--- config.mk ---
export PLATFORM = sky130hd
export DESIGN_NAME = sonar_multi_ranger
export DESIGN_NICKNAME = d
export VERILOG_FILES = /design/src/rtl/sonar_multi_ranger.sv
export SDC_FILE = /design/constraint.sdc
export NUM_CORES = 1
export LEC_CHECK = 0
export BUFFER_PORTS_ARGS = -buffer_cell sky130_fd_sc_hd__buf_4
export CAP_MARGIN = 5
export CORE_AREA = 2 2 105 107
export CTS_CLUSTER_DIAMETER = 150
export CTS_CLUSTER_SIZE = 40
export DETAILED_ROUTE_END_ITERATION = 6
export DIE_AREA = 0 0 107 109
export PLACE_DENSITY = 0.67
export SETUP_SLACK_MARGIN = 0.15
export SKIP_LAST_GASP = 1
export SLEW_MARGIN = 20
export SYNTH_ARGS = -nofsm -noshare
export SYNTH_HDL_FRONTEND = slang
export SYNTH_SLANG_ARGS = --single-unit
export TNS_END_PERCENT = 50
--- constraint.sdc ---
create_clock -name clk -period 2.6 [get_ports clk]
set_input_delay 0.39 -clock clk [delete_from_list [all_inputs] [get_ports clk]]
set_output_delay 0.39 -clock clk [all_outputs]
set_load 0.05 [all_outputs]
--- src/rtl/sonar_multi_ranger.sv ---
`timescale 1ns/1ps
// Round-robin HC-SR04 ranging controller for CH_NUM sensors.
// Pings one sensor at a time and converts echo width to cm, with timeout, near-alarm and nearest outputs.
module sonar_multi_ranger #(
    parameter int CH_NUM     = 2,
    parameter int CLK_MHZ    = 50,
    parameter int TRIG_US    = 10,
    parameter int US_PER_CM  = 58,
    parameter int TIMEOUT_US = 30000,
    parameter int GAP_US     = 60000,
    parameter int DIS_W      = 9,
    parameter int NEAR_CM    = 20,
    localparam int CH_W      = (CH_NUM > 1) ? $clog2(CH_NUM) : 1
) (
    input  logic                    clk,
    input  logic                    rst,
    input  logic                    en,
    input  logic [CH_NUM-1:0]       echo,
    output logic [CH_NUM-1:0]       trig,
    output logic [CH_NUM*DIS_W-1:0] dis,
    output logic                    dis_valid,
    output logic [CH_W-1:0]         dis_ch,
    output logic [CH_NUM-1:0]       timeout,
    output logic [CH_NUM-1:0]       alarm,
    output logic [DIS_W-1:0]        nearest
);
    localparam logic [2:0] S_IDLE   = 3'd0;
    localparam logic [2:0] S_TRIG   = 3'd1;
    localparam logic [2:0] S_WAIT_R = 3'd2;
    localparam logic [2:0] S_MEAS   = 3'd3;
    localparam logic [2:0] S_DONE   = 3'd4;
    localparam logic [2:0] S_TOUT   = 3'd5;
    localparam logic [2:0] S_GAP    = 3'd6;

    localparam int              PS_W      = (CLK_MHZ > 1) ? $clog2(CLK_MHZ) : 1;
    localparam logic [PS_W-1:0] PS_LAST   = PS_W'(CLK_MHZ - 1);
    localparam logic [31:0]     TRIG_LAST = 32'(TRIG_US * CLK_MHZ - 1);
    localparam logic [31:0]     TOUT_LAST = 32'(TIMEOUT_US - 1);
    localparam logic [31:0]     GAP_LAST  = 32'(GAP_US - 1);
    localparam logic [15:0]     SUB_LAST  = 16'(US_PER_CM - 1);
    localparam logic [DIS_W-1:0] DIS_MAX  = '1;
    localparam logic [CH_W-1:0] CH_LAST   = CH_W'(CH_NUM - 1);

    logic [2:0]        state, state_nx;
    logic [CH_W-1:0]   ch, ch_nx;
    logic [31:0]       timer, timer_nx;
    logic [15:0]       sub, sub_nx;
    logic [DIS_W-1:0]  cm, cm_nx;
    logic [PS_W-1:0]   presc;
    logic              tick;
    logic              fin_ok, fin_to;
    logic [CH_NUM-1:0] echo_s1, echo_s2, echo_s3;
    logic [CH_NUM-1:0] rise, fall;
    logic [DIS_W-1:0]  d;

    // echo_s2 is the synchronised level; echo_s3 only serves edge detection
    always_ff @(posedge clk) begin
        if (rst) begin
            echo_s1 <= '0;
            echo_s2 <= '0;
            echo_s3 <= '0;
        end else begin
            echo_s1 <= echo;
            echo_s2 <= echo_s1;
            echo_s3 <= echo_s2;
        end
    end

    assign rise = echo_s2 & ~echo_s3;
    assign fall = ~echo_s2 & echo_s3;
    assign tick = (presc == PS_LAST);

    always_ff @(posedge clk) begin
        if (rst || tick) presc <= '0;
        else             presc <= presc + 1'b1;
    end

    // The cycle that sees the falling edge still counts, so cm covers the whole echo width
    always_comb begin
        cm_nx  = cm;
        sub_nx = sub;
        if (tick) begin
            if (sub == SUB_LAST) begin
                sub_nx = '0;
                if (cm != DIS_MAX) cm_nx = cm + 1'b1;
            end else begin
                sub_nx = sub + 1'b1;
            end
        end
    end

    always_comb begin
        state_nx = state;
        timer_nx = timer;
        ch_nx    = ch;
        fin_ok   = 1'b0;
        fin_to   = 1'b0;
        case (state)
            S_IDLE: if (en) begin
                state_nx = S_TRIG;
                timer_nx = '0;
            end
            S_TRIG: begin
                if (timer == TRIG_LAST) begin
                    state_nx = S_WAIT_R;
                    timer_nx = '0;
                end else begin
                    timer_nx = timer + 1'b1;
                end
            end
            S_WAIT_R, S_MEAS: begin
                if (state == S_WAIT_R && rise[ch]) begin
                    state_nx = S_MEAS;
                    timer_nx = '0;
                end else if (state == S_MEAS && fall[ch]) begin
                    state_nx = S_DONE;
                    fin_ok   = 1'b1;
                end else if (tick) begin
                    if (timer == TOUT_LAST) begin
                        state_nx = S_TOUT;
                        fin_to   = 1'b1;
                    end else begin
                        timer_nx = timer + 1'b1;
                    end
                end
            end
            S_DONE, S_TOUT: begin
                state_nx = S_GAP;
                timer_nx = '0;
            end
            S_GAP: if (tick) begin
                if (timer == GAP_LAST) begin
                    ch_nx    = (ch == CH_LAST) ? '0 : ch + 1'b1;
                    state_nx = en ? S_TRIG : S_IDLE;
                    timer_nx = '0;
                end else begin
                    timer_nx = timer + 1'b1;
                end
            end
            default: state_nx = S_IDLE;
        endcase
    end

    // Results are written on the transition into DONE/TOUT to keep one cycle of latency
    always_ff @(posedge clk) begin
        if (rst) begin
            state     <= S_IDLE;
            ch        <= '0;
            timer     <= '0;
            cm        <= '0;
            sub       <= '0;
            dis       <= '1;
            timeout   <= '1;
            dis_valid <= 1'b0;
            dis_ch    <= '0;
        end else begin
            state     <= state_nx;
            ch        <= ch_nx;
            timer     <= timer_nx;
            dis_valid <= fin_ok | fin_to;
            if (state == S_WAIT_R) begin
                cm  <= '0;
                sub <= '0;
            end else if (state == S_MEAS) begin
                cm  <= cm_nx;
                sub <= sub_nx;
            end
            if (fin_ok || fin_to) begin
                dis[ch*DIS_W +: DIS_W] <= fin_ok ? cm_nx : DIS_MAX;
                timeout[ch]            <= fin_to;
                dis_ch                 <= ch;
            end
        end
    end

    always_comb begin
        trig = '0;
        if (state == S_TRIG) trig[ch] = 1'b1;
    end

    always_comb begin
        alarm   = '0;
        nearest = DIS_MAX;
        d       = '0;
        for (int i = 0; i < CH_NUM; i++) begin
            d        = dis[i*DIS_W +: DIS_W];
            alarm[i] = ~timeout[i] & (32'(d) < 32'(NEAR_CM));
            if (!timeout[i] && d < nearest) nearest = d;
        end
    end
endmodule

==> results of run 1 <==
==> critical path, cell delays in order (launching register included) <==
cell,delay [ns]
sky130_fd_sc_hd__dfxtp_4,0.34
sky130_fd_sc_hd__nand4_1,0.10
sky130_fd_sc_hd__nor2_1,0.11
sky130_fd_sc_hd__a41o_1,0.19
sky130_fd_sc_hd__nor2_2,0.05
sky130_fd_sc_hd__ha_1,0.30
sky130_fd_sc_hd__a21o_1,0.17
sky130_fd_sc_hd__a21oi_2,0.14
sky130_fd_sc_hd__o31ai_2,0.11
sky130_fd_sc_hd__a211oi_4,0.25
sky130_fd_sc_hd__buf_6,0.15
sky130_fd_sc_hd__buf_12,0.14
sky130_fd_sc_hd__mux2i_4,0.22
sky130_fd_sc_hd__buf_6,0.18
==> final cells by class <==
class | instances | area [sq um] | share of cell area [%]
well taps | 140 | 175 | 2.56
multi-input cells | 464 | 3400 | 49.7
clock buffers | 12 | 155 | 2.27
repair buffers | 117 | 1010 | 14.7
flip-flops and latches | 95 | 1940 | 28.4
clock inverters | 4 | 50.0 | 0.732
inverters | 29 | 109 | 1.59
==> cell families (layout without fill, tap and decap cells) <==
logic type	count (synthesis)	after routing	share of synthesized area (%)
buffers and inverters	62	162	5.20
DFF	95	95	36.6
muxes	15	15	2.94
adders and majority gates	14	14	3.37
AOI/OAI and AO/OA	138	139	18.1
xor gates and xnor gates	25	25	4.22
and+or+nand+nor	270	271	29.6
==> through the flow <==
step                      cell area (sq um)  total power [mW]  hold slack [ns]  utilization, %  std cells
final                                  6830              3.33            0.225            64.4        861
after global routing                   6830              3.47            0.223            64.4        861
after CTS                              6560              3.19            0.210            61.9        851
after detailed placement               6190              2.17            0.433            58.3        827
after global placement                 6190              2.15            0.422            58.3        827
after floorplan                        5370              1.95            0.414               -        619
==> power groups by stage <==
stage               clock (mW)  combinational [mW]  sequential, mW
finish                    1.02               0.771            1.53
global route              1.11               0.823            1.54
CTS                       1.05               0.620            1.52
detailed placement           0               0.613            1.56
global placement             0               0.598            1.55
floorplan                    0               0.406            1.54
==> per-layer routing <==
layer | GRT usage [%] | vias up | share of wire [%]
met5 | 0 | - | 0
met2 | 43.4 | 140 | 52
met4 | 8.63 | 0 | 2.3
met1 | 28.4 | 2501 | 42
met3 | 4.48 | 33 | 3.9
li1 | - | 2522 | -
==> flip-flops by register name, summed over array words and instances, names as in the netlist, 2 cells and up <==
| register | count |
|---|---|
| timer | 32 |
| echo_s3 | 2 |
| echo_s1 | 2 |
| cm | 9 |
| sub | 16 |
| dis | 18 |
| timeout | 2 |
| state | 3 |
| presc | 6 |
| echo_s2 | 2 |
==> Yosys cell counts, types with 4 or more instances <==
library cell / instances
sky130_fd_sc_hd__dfxtp_1: 95
sky130_fd_sc_hd__nor2_1: 56
sky130_fd_sc_hd__a21oi_1: 44
sky130_fd_sc_hd__nand2_1: 36
sky130_fd_sc_hd__o31ai_1: 28
sky130_fd_sc_hd__inv_1: 27
sky130_fd_sc_hd__or4_1: 25
sky130_fd_sc_hd__nand3_1: 24
sky130_fd_sc_hd__nor3_1: 22
sky130_fd_sc_hd__clkbuf_1: 19
sky130_fd_sc_hd__nand4_1: 19
sky130_fd_sc_hd__nor4_1: 18
sky130_fd_sc_hd__a2bb2oi_1: 14
sky130_fd_sc_hd__ha_1: 14
sky130_fd_sc_hd__o21ai_0: 14
sky130_fd_sc_hd__and3_1: 13
sky130_fd_sc_hd__mux2i_1: 13
sky130_fd_sc_hd__xor2_1: 13
sky130_fd_sc_hd__xnor2_1: 12
sky130_fd_sc_hd__or3_1: 9
sky130_fd_sc_hd__and2_1: 6
sky130_fd_sc_hd__nor2b_1: 6
sky130_fd_sc_hd__o41ai_1: 6
sky130_fd_sc_hd__buf_2: 5
sky130_fd_sc_hd__nor4b_1: 5
sky130_fd_sc_hd__buf_1: 4
sky130_fd_sc_hd__buf_6: 4
sky130_fd_sc_hd__o21ai_1: 4
sky130_fd_sc_hd__or2_2: 4
==> cell usage in the layout (no fill, tap or decap), drive strengths merged, types with 14 or more instances in the layout <==
cell type | Yosys | final
nor2 | 56 | 56
a21oi | 45 | 45
nand2 | 36 | 36
nor4 | 18 | 18
a2bb2oi | 14 | 14
buf | 13 | 116
dfxtp | 95 | 95
nor3 | 22 | 22
nand3 | 24 | 24
o21ai | 18 | 18
o31ai | 28 | 28
or4 | 27 | 28
inv | 27 | 29
nand4 | 19 | 19
ha | 14 | 14
==> worst paths after layout <==
check / startpoint / to / slack (ns)
max: dis[8] / nearest[1] / -0.61
max reg2reg: echo_s2[1] / timer[25] / 0.14
min reg2reg: echo_s1[0] / echo_s2[0] / 0.45
min: echo[0] / echo_s1[0] / 0.22
==> what timing repair did <==
| action | CTS | global route |
|---|---|---|
| endpoints found under the setup margin | 40 | 53 |
| gates resized for setup | 24 | 41 |
| pin swaps | 7 | 19 |
| cloned | 2 | 4 |
| hold buffers | 0 | 0 |
| setup buffers | 6 | 6 |
==> results.json, run 1 <==
{
  "placement.setup.worst_slack_ns": -0.227,
  "cap_violations": 0,
  "synth_edf_count": 0,
  "dp_hpwl_um": 9640,
  "cts_made_buffers": 9,
  "yosysWarnings": 0,
  "number_of_antenna_violations_at_the_first_check_in_global_routing": 0,
  "first_pass_iters": 4,
  "register_bit_count_reported_by_yosys": 95,
  "timing.critical_path.fanout_max": 5,
  "path_clk_slew_ns": 0.09,
  "fin_ws_ns": -0.609,
  "worstPathArrival_ns": 2.82,
  "synthesis.nets": 638,
  "crit_required_ns": 2.21,
  "max-vdd-ir-drop_mv": 0.498,
  "comb_power_share_pct": 23.2,
  "cts-root-buf": "sky130_fd_sc_hd__clkbuf_8",
  "int_pwr_mw": 2.29,
  "worstSetupPathType": "reg2out",
  "seq_power_share_pct": 46.1,
  "die-width_um": 107,
  "final.setup_skew_ns": 0.0184,
  "mean_instance_size_in_the_synthesized_netlist_sq_um": 8.39,
  "ioPinCount": 40,
  "first_global_vias": 4857,
  "share_clk_of_total_power_pct": 30.7,
  "power_density_nw_per_um2": 487,
  "critPathLaunchType": "flip-flop",
  "finish.net_count": 735,
  "grt_overflow": 0,
  "timing_worst_slew_pin_value_ns": 0.790,
  "vias_per_cell": 6.03,
  "ys_types": 65,
  "total_switching_power_mw": 1.04,
  "synth_async_sr_flop_share_pct": 0,
  "ys_seq_area_share_pct": 36.6,
  "rsz_0062_raised_after_global_routing": "yes",
  "timing.final.crit_period_ns": 3.21,
  "synthDominantCellAreaShare_pct": 36.6,
  "run_status": "finished, violations left",
  "holdPathStages": 2,
  "critPathCaptureType": "primary output",
  "grt_pass1_wl_um": 22600,
  "core.rowCount": 38,
  "largest_net_degree_at_the_start_of_global_routing": 40,
  "synth_top_area_cell": "sky130_fd_sc_hd__dfxtp_1",
  "grt_use_total_pct": 24.0,
  "clock.fmax_mhz": 312,
  "postRouteAntennaNets": 0,
  "cts_max_level": 3,
  "vias": 5196,
  "holdCritPathClass": "in2reg",
  "reg2regPathDepth": 7,
  "setup_total_neg_slack_ns": -5.38,
  "syn2layout_area_growth_pct": 31.6,
  "fill_cell_instance_count_of_the_final_layout": 908,
  "finalHoldViolCount": 0,
  "num_antenna_cells": 0,
  "die-height_um": 109,
  "routed_wl_um": 14300,
  "core_area_sq_um": 10600,
  "drc": 0,
  "worst_slew_margin_rel_pct": 46.9,
  "synth.cell_area_sq_um": 5190,
  "floorplan.initialDensity_pct": 49.0,
  "leakagePower_nw": 2.48,
  "clock_latency_ns": 0.38,
  "swShare_pct": 31.2,
  "final-max-slew-violation-count": 0,
  "synth.top_cells.by_area": "sky130_fd_sc_hd__dfxtp_1 (37%), sky130_fd_sc_hd__a21oi_1 (4.2%), sky130_fd_sc_hd__nor2_1 (4.0%), sky130_fd_sc_hd__o31ai_1 (4.0%), sky130_fd_sc_hd__or4_1 (3.6%)",
  "tritoncts": "built",
  "post_route_cells_drive_above_1_share_pct": 29.8,
  "dominantRegCellSynth": "sky130_fd_sc_hd__dfxtp_1",
  "cts_max_path_buffers": 2,
  "synth_cells": 619,
  "fin_crit_sh_pct": 123,
  "drt-initial-drc-count": 291,
  "violated_checks": "setup timing",
  "final_wtd_congestion": 0.847,
  "routed_wire_length_per_instance_um": 16.6,
  "setup_viol_count_final": 9,
  "fp.dieArea_sq_um": 11700,
  "number_of_buffer_cells_added_on_primary_ports": 39,
  "numClockSinks": 95
}
Power figures use the tool's default switching activity.
==> run 2: changes to the inputs <==
Settings changed: CORE_AREA 2 2 105 107 to 2 2 102 104, DIE_AREA 0 0 107 109 to 0 0 104 106, PLACE_DENSITY 0.67 to 0.71, SETUP_SLACK_MARGIN 0.15 to 0.2.
==> results.json, run 2 (synthesized netlist as in run 1, its figures left out) <==
{
  "run_status": "finished, violations left",
  "violated_checks": "setup timing",
  "routed_wl_um": 14500,
  "critPathCaptureType": "primary output",
  "cts_made_buffers": 9,
  "reg2regPathDepth": 8,
  "critPathLaunchType": "flip-flop",
  "final_cell_area_sq_um": 7050,
  "postPlaceCellArea_sq_um": 6150,
  "final.setup_skew_ns": 0.0154,
  "floorplan.initialDensity_pct": 51.9,
  "clock.fmax_mhz": 314,
  "post_route_cells_drive_above_1_share_pct": 32.8,
  "syn2layout_area_growth_pct": 35.7,
  "timing_worst_slew_pin_value_ns": 0.623,
  "cts-hold-fix-buffers": 0,
  "setup_viol_count_final": 10,
  "fin_crit_sh_pct": 122,
  "clock_latency_ns": 0.36,
  "first_global_vias": 4884,
  "leakagePower_nw": 2.55,
  "largest_regs": "timer (32), dis (18), sub (16)",
  "grt_pass1_wl_um": 23100,
  "timing.final.crit_period_ns": 3.18,
  "rsz_0062_raised_after_global_routing": "yes",
  "fill_cell_instance_count_of_the_final_layout": 785,
  "cts_max_level": 3,
  "vias_per_cell": 6.05,
  "grt_overflow": 0,
  "cts-root-buf": "sky130_fd_sc_hd__clkbuf_8",
  "num_antenna_cells": 0,
  "drc": 0,
  "core_area_sq_um": 10000,
  "cts_max_path_buffers": 2,
  "grt_use_total_pct": 25.3,
  "largest_net_degree_at_the_start_of_global_routing": 30,
  "total_placed_cells_including_tap_cells": 819,
  "final_wtd_congestion": 0.922,
  "holdCritPathClass": "in2reg",
  "postRouteAntennaNets": 0,
  "drt-initial-drc-count": 258,
  "power_density_nw_per_um2": 494,
  "finish.net_count": 740,
  "core.rowCount": 37,
  "cap_violations": 0,
  "first_pass_iters": 4,
  "layout.cells.most_common": "sky130_fd_sc_hd__buf_4",
  "placement.setup.worst_slack_ns": -0.227,
  "fin_util_pct": 70.5,
  "ioPinCount": 40,
  "final-max-slew-violation-count": 0,
  "routed_wire_length_per_instance_um": 16.8,
  "worstPathArrival_ns": 2.79,
  "number_of_antenna_violations_at_the_first_check_in_global_routing": 0,
  "fp.dieArea_sq_um": 11000,
  "path_clk_slew_ns": 0.10,
  "design_power_total_mw": 3.48,
  "number_of_buffer_cells_added_on_primary_ports": 39,
  "layoutNonFillerInstCount": 862,
  "layout_common_cells": "sky130_fd_sc_hd__buf_4 (101), sky130_fd_sc_hd__dfxtp_1 (70), sky130_fd_sc_hd__nor2_1 (54)",
  "worstSetupPathType": "reg2out",
  "dp_hpwl_um": 9490,
  "finalHoldViolCount": 0,
  "worst_slew_margin_rel_pct": 58.2,
  "max-vdd-ir-drop_mv": 0.356,
  "timing.critical_path.fanout_max": 5,
  "tritoncts": "built",
  "die-width_um": 104,
  "crit_required_ns": 2.21,
  "fin_ws_ns": -0.581,
  "top_register": "timer",
  "vias": 5214,
  "numClockSinks": 95,
  "largest_register_ffs": 32,
  "die-height_um": 106,
  "holdPathStages": 2
}
==> run 2: per-stage QoR <==
step	setup TNS [ns]	hold WS (ns)
final	-5.09	0.244
after CTS	-5.46	0.228
after floorplan	-3.10	0.414
after global routing	-6.61	0.238
after global placement	-1.55	0.424
after detailed placement	-1.98	0.424
==> run 2: what timing repair did <==
action,in CTS,in global routing
pin swaps,10,28
buffers inserted,11,12
hold endpoints to repair,0,0
gates cloned,2,2
setup endpoints to repair,43,45
gates resized for setup,44,56
==> run 2: metal layers <==
metal / track usage [%] / wire length [um] / share of wire [%]
met2: 45.8 / 7560 / 52
met3: 4.05 / 542 / 3.7
met5: 0 / 0 / 0
met1: 29.9 / 5980 / 41
met4: 9.85 / 447 / 3.1
==> run 2: final cells by class <==
| type | count | area [sq um] | share of cell area [%] |
|---|---|---|---|
| sequential | 95 | 1970 | 28.0 |
| multi-input combinational | 462 | 3480 | 49.4 |
| clock inverter | 5 | 78.8 | 1.12 |
| clock buffer | 11 | 141 | 2.01 |
| tap | 136 | 170 | 2.42 |
| timing repair buffer | 124 | 1100 | 15.6 |
| inverter | 29 | 109 | 1.55 |
==> run 2: final timing paths <==
path         slack, ns       start    endpoint
min               0.24     echo[0]  echo_s1[0]
max reg2reg      -0.01  echo_s2[1]   timer[31]
max              -0.58      dis[8]  nearest[8]
min reg2reg       0.45  echo_s1[1]  echo_s2[1]
==> run 2: critical path, stage by stage, from the launching register on <==
cell and delay, ns:
sky130_fd_sc_hd__dfxtp_4 0.35, sky130_fd_sc_hd__nand4_1 0.09, sky130_fd_sc_hd__nor2_1 0.10, sky130_fd_sc_hd__a41o_1 0.20, sky130_fd_sc_hd__nor2_2 0.06, sky130_fd_sc_hd__ha_1 0.31, sky130_fd_sc_hd__a21o_1 0.17, sky130_fd_sc_hd__a21oi_2 0.13
sky130_fd_sc_hd__o31ai_2 0.10, sky130_fd_sc_hd__a211oi_4 0.22, sky130_fd_sc_hd__buf_6 0.15, sky130_fd_sc_hd__buf_12 0.14, sky130_fd_sc_hd__mux2i_4 0.23, sky130_fd_sc_hd__buf_6 0.18
==> run 2: report_power, final <==
| group | total [mW] | internal [mW] | switching, mW |
|---|---|---|---|
| logic | 0.874 | 0.375 | 0.499 |
| clock network | 1.10 | 0.570 | 0.529 |
| registers | 1.51 | 1.48 | 0.0282 |
==> run 3: changes to the inputs <==
Settings changed: CORE_AREA 2 2 102 104 to 2 2 117 90, DIE_AREA 0 0 104 106 to 0 0 119 92, PLACE_DENSITY 0.71 to 0.72, SETUP_SLACK_MARGIN 0.2 to 0.4.
==> results.json, run 3 (synthesized netlist as in run 1, its figures left out) <==
{
  "cap_violations": 0,
  "total_placed_cells_including_tap_cells": 817,
  "setup_viol_count_final": 9,
  "clock_latency_ns": 0.35,
  "fill_cell_instance_count_of_the_final_layout": 705,
  "cts_max_path_buffers": 2,
  "largest_register_ffs": 32,
  "final_cell_area_sq_um": 7340,
  "fin_crit_sh_pct": 122,
  "cts_made_buffers": 9,
  "postRouteAntennaNets": 0,
  "postPlaceCellArea_sq_um": 6220,
  "timing.final.crit_period_ns": 3.18,
  "setup_total_neg_slack_ns": -5.10,
  "core_area_sq_um": 9970,
  "timing_worst_slew_pin_value_ns": 0.651,
  "violated_checks": "setup timing",
  "core.rowCount": 32,
  "die-width_um": 119,
  "ioPinCount": 40,
  "numClockSinks": 95,
  "vias": 5459,
  "cp-endpoint": "nearest[5]",
  "first_global_vias": 4988,
  "floorplan.initialDensity_pct": 52.1,
  "swShare_pct": 30.8,
  "die-height_um": 92,
  "layoutNonFillerInstCount": 867,
  "rsz_0062_raised_after_global_routing": "yes",
  "fin_ws_ns": -0.579,
  "final.setup_skew_ns": 0.00963,
  "layout_common_cells": "sky130_fd_sc_hd__buf_4 (101), sky130_fd_sc_hd__dfxtp_1 (66), sky130_fd_sc_hd__nor2_1 (51)",
  "seq_power_share_pct": 39.0,
  "reg2regPathDepth": 10,
  "finish.net_count": 745,
  "r2r_slack_ns": 0.08,
  "final-max-slew-violation-count": 0,
  "syn2layout_area_growth_pct": 41.4,
  "number_of_buffer_cells_added_on_primary_ports": 39,
  "critPathCaptureType": "primary output",
  "clock.fmax_mhz": 315,
  "tritoncts": "built",
  "finalHoldViolCount": 0,
  "int_pwr_mw": 2.74,
  "hold_ws_ns": 0.253,
  "crit-reg2reg-launch": "timer[15]",
  "grt_pass1_wl_um": 25300,
  "routed_wl_um": 15900,
  "grt_overflow": 0,
  "num_antenna_cells": 0,
  "worstPathArrival_ns": 2.79,
  "number_of_antenna_violations_at_the_first_check_in_global_routing": 0,
  "timing.critical_path.fanout_max": 5,
  "drt-initial-drc-count": 623,
  "critPathLaunchType": "flip-flop",
  "total_switching_power_mw": 1.22,
  "power_density_nw_per_um2": 539,
  "fp.dieArea_sq_um": 10900,
  "first_pass_iters": 6,
  "area.sequential_sq_um": 1970,
  "path_clk_slew_ns": 0.07,
  "layout.cells.most_common": "sky130_fd_sc_hd__buf_4",
  "design_power_total_mw": 3.96,
  "fin_util_pct": 73.6,
  "comb_power_share_pct": 26.1,
  "placement.setup.worst_slack_ns": -0.214,
  "setup.worst_path.start": "dis[8]",
  "combined_area_of_the_multi_input_logic_cells_sq_um": 3630,
  "drc": 0,
  "largest_regs": "timer (32), dis (18), sub (16)",
  "worstSetupPathType": "reg2out",
  "crit_required_ns": 2.21,
  "reg2reg_to": "timer[26]",
  "dp_hpwl_um": 9680,
  "grt_use_total_pct": 28.6,
  "share_clk_of_total_power_pct": 34.9,
  "worst_slew_margin_rel_pct": 56.2,
  "leakagePower_nw": 2.62,
  "max-vdd-ir-drop_mv": 0.401,
  "final_wtd_congestion": 0.945,
  "post_route_cells_drive_above_1_share_pct": 37.6,
  "largest_net_degree_at_the_start_of_global_routing": 34,
  "run_status": "finished, violations left",
  "vias_per_cell": 6.30,
  "cts-root-buf": "sky130_fd_sc_hd__clkbuf_16",
  "routed_wire_length_per_instance_um": 18.4,
  "cts_max_level": 3,
  "top_register": "timer",
  "cts-hold-fix-buffers": 0,
  "holdCritPathClass": "in2reg"
}
==> run 3: changes by cell type in the layout (fill, tap and decap cells not counted), moves of 4 or more <==
cell	previous run	this run
sky130_fd_sc_hd__a21oi_1	34	20
sky130_fd_sc_hd__a21oi_2	11	25
sky130_fd_sc_hd__a2bb2oi_1	14	9
sky130_fd_sc_hd__a2bb2oi_2	0	5
sky130_fd_sc_hd__clkbuf_16	2	10
sky130_fd_sc_hd__clkbuf_8	10	2
sky130_fd_sc_hd__dfxtp_1	70	66
sky130_fd_sc_hd__dfxtp_2	10	18
sky130_fd_sc_hd__dfxtp_4	15	11
==> run 3: what timing repair did <==
item                       in CTS  in global routing
pin swaps                      24                 17
setup endpoints to repair      66                 73
setup buffers                  16                 12
resized for setup              57                 58
gates cloned                    5                  1
==> run 3: worst min path at each step <==
stage,to,depth (start not counted),from
floorplan,echo_s2[0],1,echo_s1[0]
global placement,echo_s2[1],1,echo_s1[1]
detailed placement,echo_s2[1],1,echo_s1[1]
CTS,echo_s1[0],2,echo[0]
global route,echo_s1[1],2,echo[1]
finish,echo_s1[0],2,echo[0]
==> run 3: metal layers <==
metal	up-vias	wire [um]	track usage, %
met5	-	0	0
met4	0	324	9.42
met1	2591	7190	40.0
met2	262	7240	44.7
li1	2557	-	-
met3	49	1180	5.35
==> run 3: worst max-delay path, stage by stage (launching register included) <==
cell and delay (ns):
sky130_fd_sc_hd__dfxtp_4 0.34, sky130_fd_sc_hd__nand4_1 0.09, sky130_fd_sc_hd__nor2_1 0.12, sky130_fd_sc_hd__a41o_1 0.27, sky130_fd_sc_hd__nor2_2 0.07, sky130_fd_sc_hd__ha_1 0.19
sky130_fd_sc_hd__a21o_1 0.19, sky130_fd_sc_hd__a21oi_2 0.13, sky130_fd_sc_hd__o31ai_2 0.10, sky130_fd_sc_hd__a211oi_4 0.24, sky130_fd_sc_hd__buf_4 0.16, sky130_fd_sc_hd__buf_12 0.13
sky130_fd_sc_hd__mux2i_4 0.24, sky130_fd_sc_hd__buf_6 0.18
==> run 3: power groups by stage <==
stage               clock network (mW)  logic, mW  registers [mW]
global placement                     0      0.603            1.55
global route                      1.45       1.07            1.55
detailed placement                   0      0.621            1.56
CTS                               1.39      0.822            1.53
floorplan                            0      0.443            1.54
finish                            1.38       1.03            1.54
==> run 3: cell type report <==
type | count | share of cell area [%]
clock inverter | 4 | 0.716
tap | 136 | 2.32
sequential | 95 | 26.8
timing repair buffer | 127 | 15.8
clock buffer | 12 | 3.49
multi-input combinational | 464 | 49.5
inverter | 29 | 1.48
